===== src/rtl/yc_config_pkg.sv =====
// yc_config_pkg: ycconfig cell codes and loader FSM state type
package yc_config_pkg;
  localparam int CFG_BITS = 3;
  localparam logic [2:0] CFG_SPACE = 3'b000;
  localparam logic [2:0] CFG_PLUS  = 3'b001;
  localparam logic [2:0] CFG_MINUS = 3'b010;
  localparam logic [2:0] CFG_VBAR  = 3'b011;
  localparam logic [2:0] CFG_ONE   = 3'b100;
  localparam logic [2:0] CFG_ZERO  = 3'b101;
  localparam logic [2:0] CFG_Y     = 3'b110;
  localparam logic [2:0] CFG_N     = 3'b111;
  typedef enum logic [1:0] {ST_IDLE, ST_LOW, ST_HIGH, ST_DONE} ld_state_e;
endpackage


===== src/rtl/yc_phase_timer.sv =====
// yc_phase_timer: counts CDIV cycles per phase, flags the last cycle and rewinds
module yc_phase_timer #(
  parameter int CDIV = 2
) (
  input  logic clk,
  input  logic rst_n,
  input  logic start,
  input  logic en,
  output logic last
);
  localparam int W = $clog2(CDIV + 1);
  logic [W-1:0] cnt;
  assign last = cnt == W'(CDIV - 1);
  always_ff @(posedge clk or negedge rst_n)
    if (!rst_n) cnt <= '0;
    else if (start) cnt <= '0;
    else if (en) cnt <= last ? '0 : cnt + 1'b1;
endmodule


===== src/rtl/yc_config_loader.sv =====
// yc_config_loader: shifts a parallel image into a ycconfig chain MSB-first
// and captures the previous image from cbitout as readback
module yc_config_loader
  import yc_config_pkg::*;
#(
  parameter int NCELLS = 8,
  parameter int CDIV   = 2,
  localparam int NBITS = CFG_BITS * NCELLS
) (
  input  logic             clk,
  input  logic             rst_n,
  input  logic             load_valid,
  output logic             load_ready,
  input  logic [NBITS-1:0] load_data,
  output logic             confclk,
  output logic             cbitin,
  input  logic             cbitout,
  output logic [NBITS-1:0] rd_data,
  output logic             done,
  output logic             busy
);
  localparam int BW = $clog2(NBITS + 1);
  ld_state_e        state, state_nx;
  logic [NBITS-2:0] tx;
  logic [NBITS-1:0] cap;
  logic [BW-1:0]    bitcnt;
  logic             accept, last, last_bit;
  yc_phase_timer #(.CDIV(CDIV)) u_timer (
    .clk  (clk),
    .rst_n(rst_n),
    .start(accept),
    .en   (state == ST_LOW || state == ST_HIGH),
    .last (last)
  );
  always_ff @(posedge clk or negedge rst_n)
    if (!rst_n) state <= ST_IDLE;
    else state <= state_nx;
  always_comb begin
    state_nx = state;
    unique case (state)
      ST_IDLE: state_nx = accept ? ST_LOW : ST_IDLE;
      ST_LOW:  state_nx = last ? ST_HIGH : ST_LOW;
      ST_HIGH: state_nx = !last ? ST_HIGH : last_bit ? ST_DONE : ST_LOW;
      default: state_nx = ST_IDLE;
    endcase
  end
  always_comb begin
    load_ready = state == ST_IDLE;
    accept     = load_ready && load_valid;
    last_bit   = bitcnt == BW'(NBITS - 1);
  end
  // tx holds only the bits not yet on cbitin; the first bit goes straight out
  always_ff @(posedge clk or negedge rst_n)
    if (!rst_n) begin
      confclk <= 1'b0;
      cbitin  <= 1'b0;
      done    <= 1'b0;
      busy    <= 1'b0;
      rd_data <= '0;
      tx      <= '0;
      cap     <= '0;
      bitcnt  <= '0;
    end else begin
      confclk <= state_nx == ST_HIGH;
      done    <= state_nx == ST_DONE;
      busy    <= state_nx != ST_IDLE;
      if (accept) begin
        tx     <= load_data[NBITS-2:0];
        cbitin <= load_data[NBITS-1];
        cap    <= '0;
        bitcnt <= '0;
      end
      if (state == ST_LOW && last) cap <= {cap[NBITS-2:0], cbitout};
      if (state == ST_HIGH && last) begin
        if (last_bit) rd_data <= cap;
        else begin
          bitcnt <= bitcnt + 1'b1;
          cbitin <= tx[NBITS-2];
          tx     <= tx << 1;
        end
      end
    end
endmodule


===== config.mk =====
export PLATFORM = sky130hd
export DESIGN_NAME = yc_config_loader
export DESIGN_NICKNAME = d
export VERILOG_FILES = /design/src/rtl/yc_config_pkg.sv /design/src/rtl/yc_phase_timer.sv /design/src/rtl/yc_config_loader.sv
export SDC_FILE = /design/constraint.sdc
export NUM_CORES = 1
export LEC_CHECK = 0
export ABC_AREA = 1
export ABC_CLOCK_PERIOD_IN_PS = 1500
export BUFFER_PORTS_ARGS = -buffer_cell sky130_fd_sc_hd__buf_2
export CORE_ASPECT_RATIO = 1.2
export CORE_MARGIN = 3
export CORE_UTILIZATION = 35
export DETAILED_ROUTE_END_ITERATION = 12
export PLACE_DENSITY = 0.59
export SYNTH_ARGS = -nofsm -noshare
export SYNTH_HDL_FRONTEND = slang
export SYNTH_SLANG_ARGS = --single-unit

===== constraint.sdc =====
create_clock -name clk -period 1.5 [get_ports clk]
set_input_delay 0.075 -clock clk [delete_from_list [all_inputs] [get_ports clk]]
set_output_delay 0.075 -clock clk [all_outputs]
set_load 0.05 [all_outputs]

==> flow_summary.toml <==
[timing]
min_period_over_period_pct = 95.61
hold_violations = 0
fmax_mhz = 697.3
finalSetupViolations = 0
slew_violations = 0
skew_ps = 7.502
setup_ws_ps = 65.86
tightest_slew_ps = 384.5
slew_headroom_pct = 74.37
rsz0062_at_grt = "yes"
tns_ps = 0
min_period_ps = 1434

[final_layout]
instances_no_fill = 583
layout-drive-gt1-share_pct = 25.00
antenna_cells = 0
final_nets = 488
syn2layout_area_growth_pct = 27.49

[power]
peakVddDrop_mv = 0.7018
leakage_nw = 2.226
power_w = 0.007659
power_density_nw_per_um2 = 1705

[setup_path]
worstSetupStartpointType = "register"
r2r_start = "state[0]"
cp-end-kind = "register"
startpoint = "state[0]"
worst-path-stages = 7
path_max_fanout = 14
critical_path.slowest_cell = "dfrtp_1"
critPathKind = "register to register"
critPathTopFamily = "simple AND/OR/NAND/NOR gates"
r2r_setup_slack_ps = 70
crit_required_ps = 1710
worst-r2r-cell-count = 7
cp.arrival_ps = 1650
r2r-end = "tx[13]"
crit_buf_inv = 2
cp_cell_sequence = "inv_2 > ha_4 > nand2_4 > buf_12 > or2_2 > o211ai_1 > nand2_1"
endpoint = "tx[13]"
cpPeakStageDelay_ps = 380

[global_route]
overflow = 0
grt_start_max_net_pins = 49
grt_usage_pct = 12.64
grt_pass1_vias = 2670
grt_pass1_wl_microns = 11780
antenna_found_initial = 0

[die]
die_h_microns = 115.9
start_util_pct = 36.47
die-area_sq_um = 11310
core-area_sq_um = 9662
num_io_pins = 57
dieWidth_microns = 97.59
rows = 39

[clock_network]
cts_root_buffer = "clkbuf_16"
numCtsBuffers = 9
clock-sinks = 84
worstSkewPairLatency_ps = 330
h-tree-depth = 3
cts_tree = "done"
clk_path_buf_depth = 2
clk_pin_slew_ps = 60

[synth]
synth_area_leader_cell = "dfrtp_1"
synth_area_leaders = "dfrtp_1 60%, nand2_1 14%, o22ai_1 4.3%"
yosysSeqAreaShare_pct = 59.66
syn_avg_cell_area_sq_um = 9.175
ys_types = 24
ys_warn_count = 0
synth-seq-cells = 84
synth_top_area_share_pct = 59.66
synth_fp_nets = 417
syn_inst = 384
syn_area_sq_um = 3523

[routing]
via_per_inst = 4.633
drtAntennaViolNets = 0
dr.pass1.iters = 6
drtIter0Drc = 67
wl_per_cell_microns = 12.52
vias = 2701
wl_microns = 7297
drc_errors = 0

[placed_design]
hpwl_microns = 4650
dp_cells = 562
dpl_worst_slack_ps = -10.56
place_congestion = 0.7966
io_buffers = 56

[job]
cap_viol_max_count = 0

[hold_path]
hold_class = "input pin to register"

[outcome]
outcome = "complete, no violations"
## worst min path at each step
stage	startpoint	endpoint	slack [ps]	cells past startpoint
floorplan	rst_n	bitcnt[0]	-220	0
global placement	rst_n	rd_data[17]	20	1
detailed placement	rst_n	rd_data[18]	30	1
CTS	load_data[21]	tx[21]	20	3
global route	load_data[21]	tx[21]	30	3
finish	cbitout	cap[0]	10	3
## kinds of logic after synthesis
kind of cell / synth area share (%)
AOI/OAI and AO/OA: 12.14
xor gates and xnor gates: 0.4972
adders and majority gates: 1.776
buffers and inverters: 7.741
DFF: 59.66
and+or+nand+nor: 18.18
## metrics by stage
stage / hold slack [ps] / util [%] / instance area (sq um)
6_report: 13.93 / 46.49 / 4492
3_5_place_dp: 25.93 / 42.14 / 4071
2_1_floorplan: -220.6 / - / 3538
4_1_cts: 15.09 / 45.21 / 4368
5_1_grt: 32.57 / 46.49 / 4492
3_3_place_gp: 20.00 / 42.14 / 4071
## synthesized netlist by cell type
cell	n
nand2_1	133
dfrtp_1	84
inv_1	39
o22ai_1	24
o21ai_0	18
o21ai_1	16
buf_2	11
nor2_1	8
o211ai_1	7
nand3_1	6
or2_2	6
ha_1	5
a21oi_1	4
clkbuf_1	4
o21ai_2	4
buf_6	3
inv_2	3
nand2_2	2
nand3_2	2
buf_4	1
clkinv_1	1
nor2_4	1
xnor2_1	1
xor2_1	1
## flip-flops by register name (all words and copies together), names as in the netlist
signal and flops:
rd_data 24, busy 1, confclk 1, tx 23, u_timer.cnt 2, cbitin 1, cap 24, done 1
state 2, bitcnt 5
## cell type report
cell class	count	area [sq um]
multi-input cells	238	1199
repair buffers	79	599.3
clock buffers	10	229.0
flip-flops and latches	84	2102
fillers	933	5170
inverters	43	161.4
clock inverters	6	47.55
well taps	123	153.9
## worst register-to-register path: cells and delay by family (launching register included)
kind / cells / cell delay, ps
AND/OR/NAND/NOR: 3 / 420
flip-flops: 1 / 380
buffers and inverters: 2 / 260
adder cells (fa/ha/maj): 1 / 160
AO/OA/AOI/OAI: 1 / 100
## placed cells by master, fill, tap and decap left out, types with 6 or more instances in the layout
master,instances
o21ai_1,16
buf_12,6
o211ai_1,7
inv_1,38
nand3_1,6
o22ai_1,24
nor2_1,8
o21ai_0,18
dfrtp_1,84
or2_2,6
clkbuf_16,12
buf_4,11
buf_2,55
nand2_1,131
## metal layers
metal / wire length [microns] / GRT usage [%]
met1: 3351 / 15.20
met2: 3590 / 22.31
met3: 273 / 3.191
met4: 82 / 4.155
met5: 0 / 0
## power by group
part | internal (W) | total (W) | switching [W] | leakage (nW)
Combinational | 0.000977 | 0.00256 | 0.00158 | 1.08
Clock | 0.00113 | 0.00203 | 0.000897 | 0.122
Sequential | 0.00284 | 0.00307 | 0.000235 | 1.02
## repair_timing
| action | CTS | global route |
|---|---|---|
| endpoints found under the hold margin | 28 | 0 |
| cloned | 0 | 3 |
| hold buffers | 2 | 0 |
| pin swaps | 0 | 1 |
| resized for setup | 1 | 10 |
| setup endpoints to repair | 4 | 52 |
| buffers inserted | 0 | 0 |
Note: power is estimated with default switching activity, not from simulation.
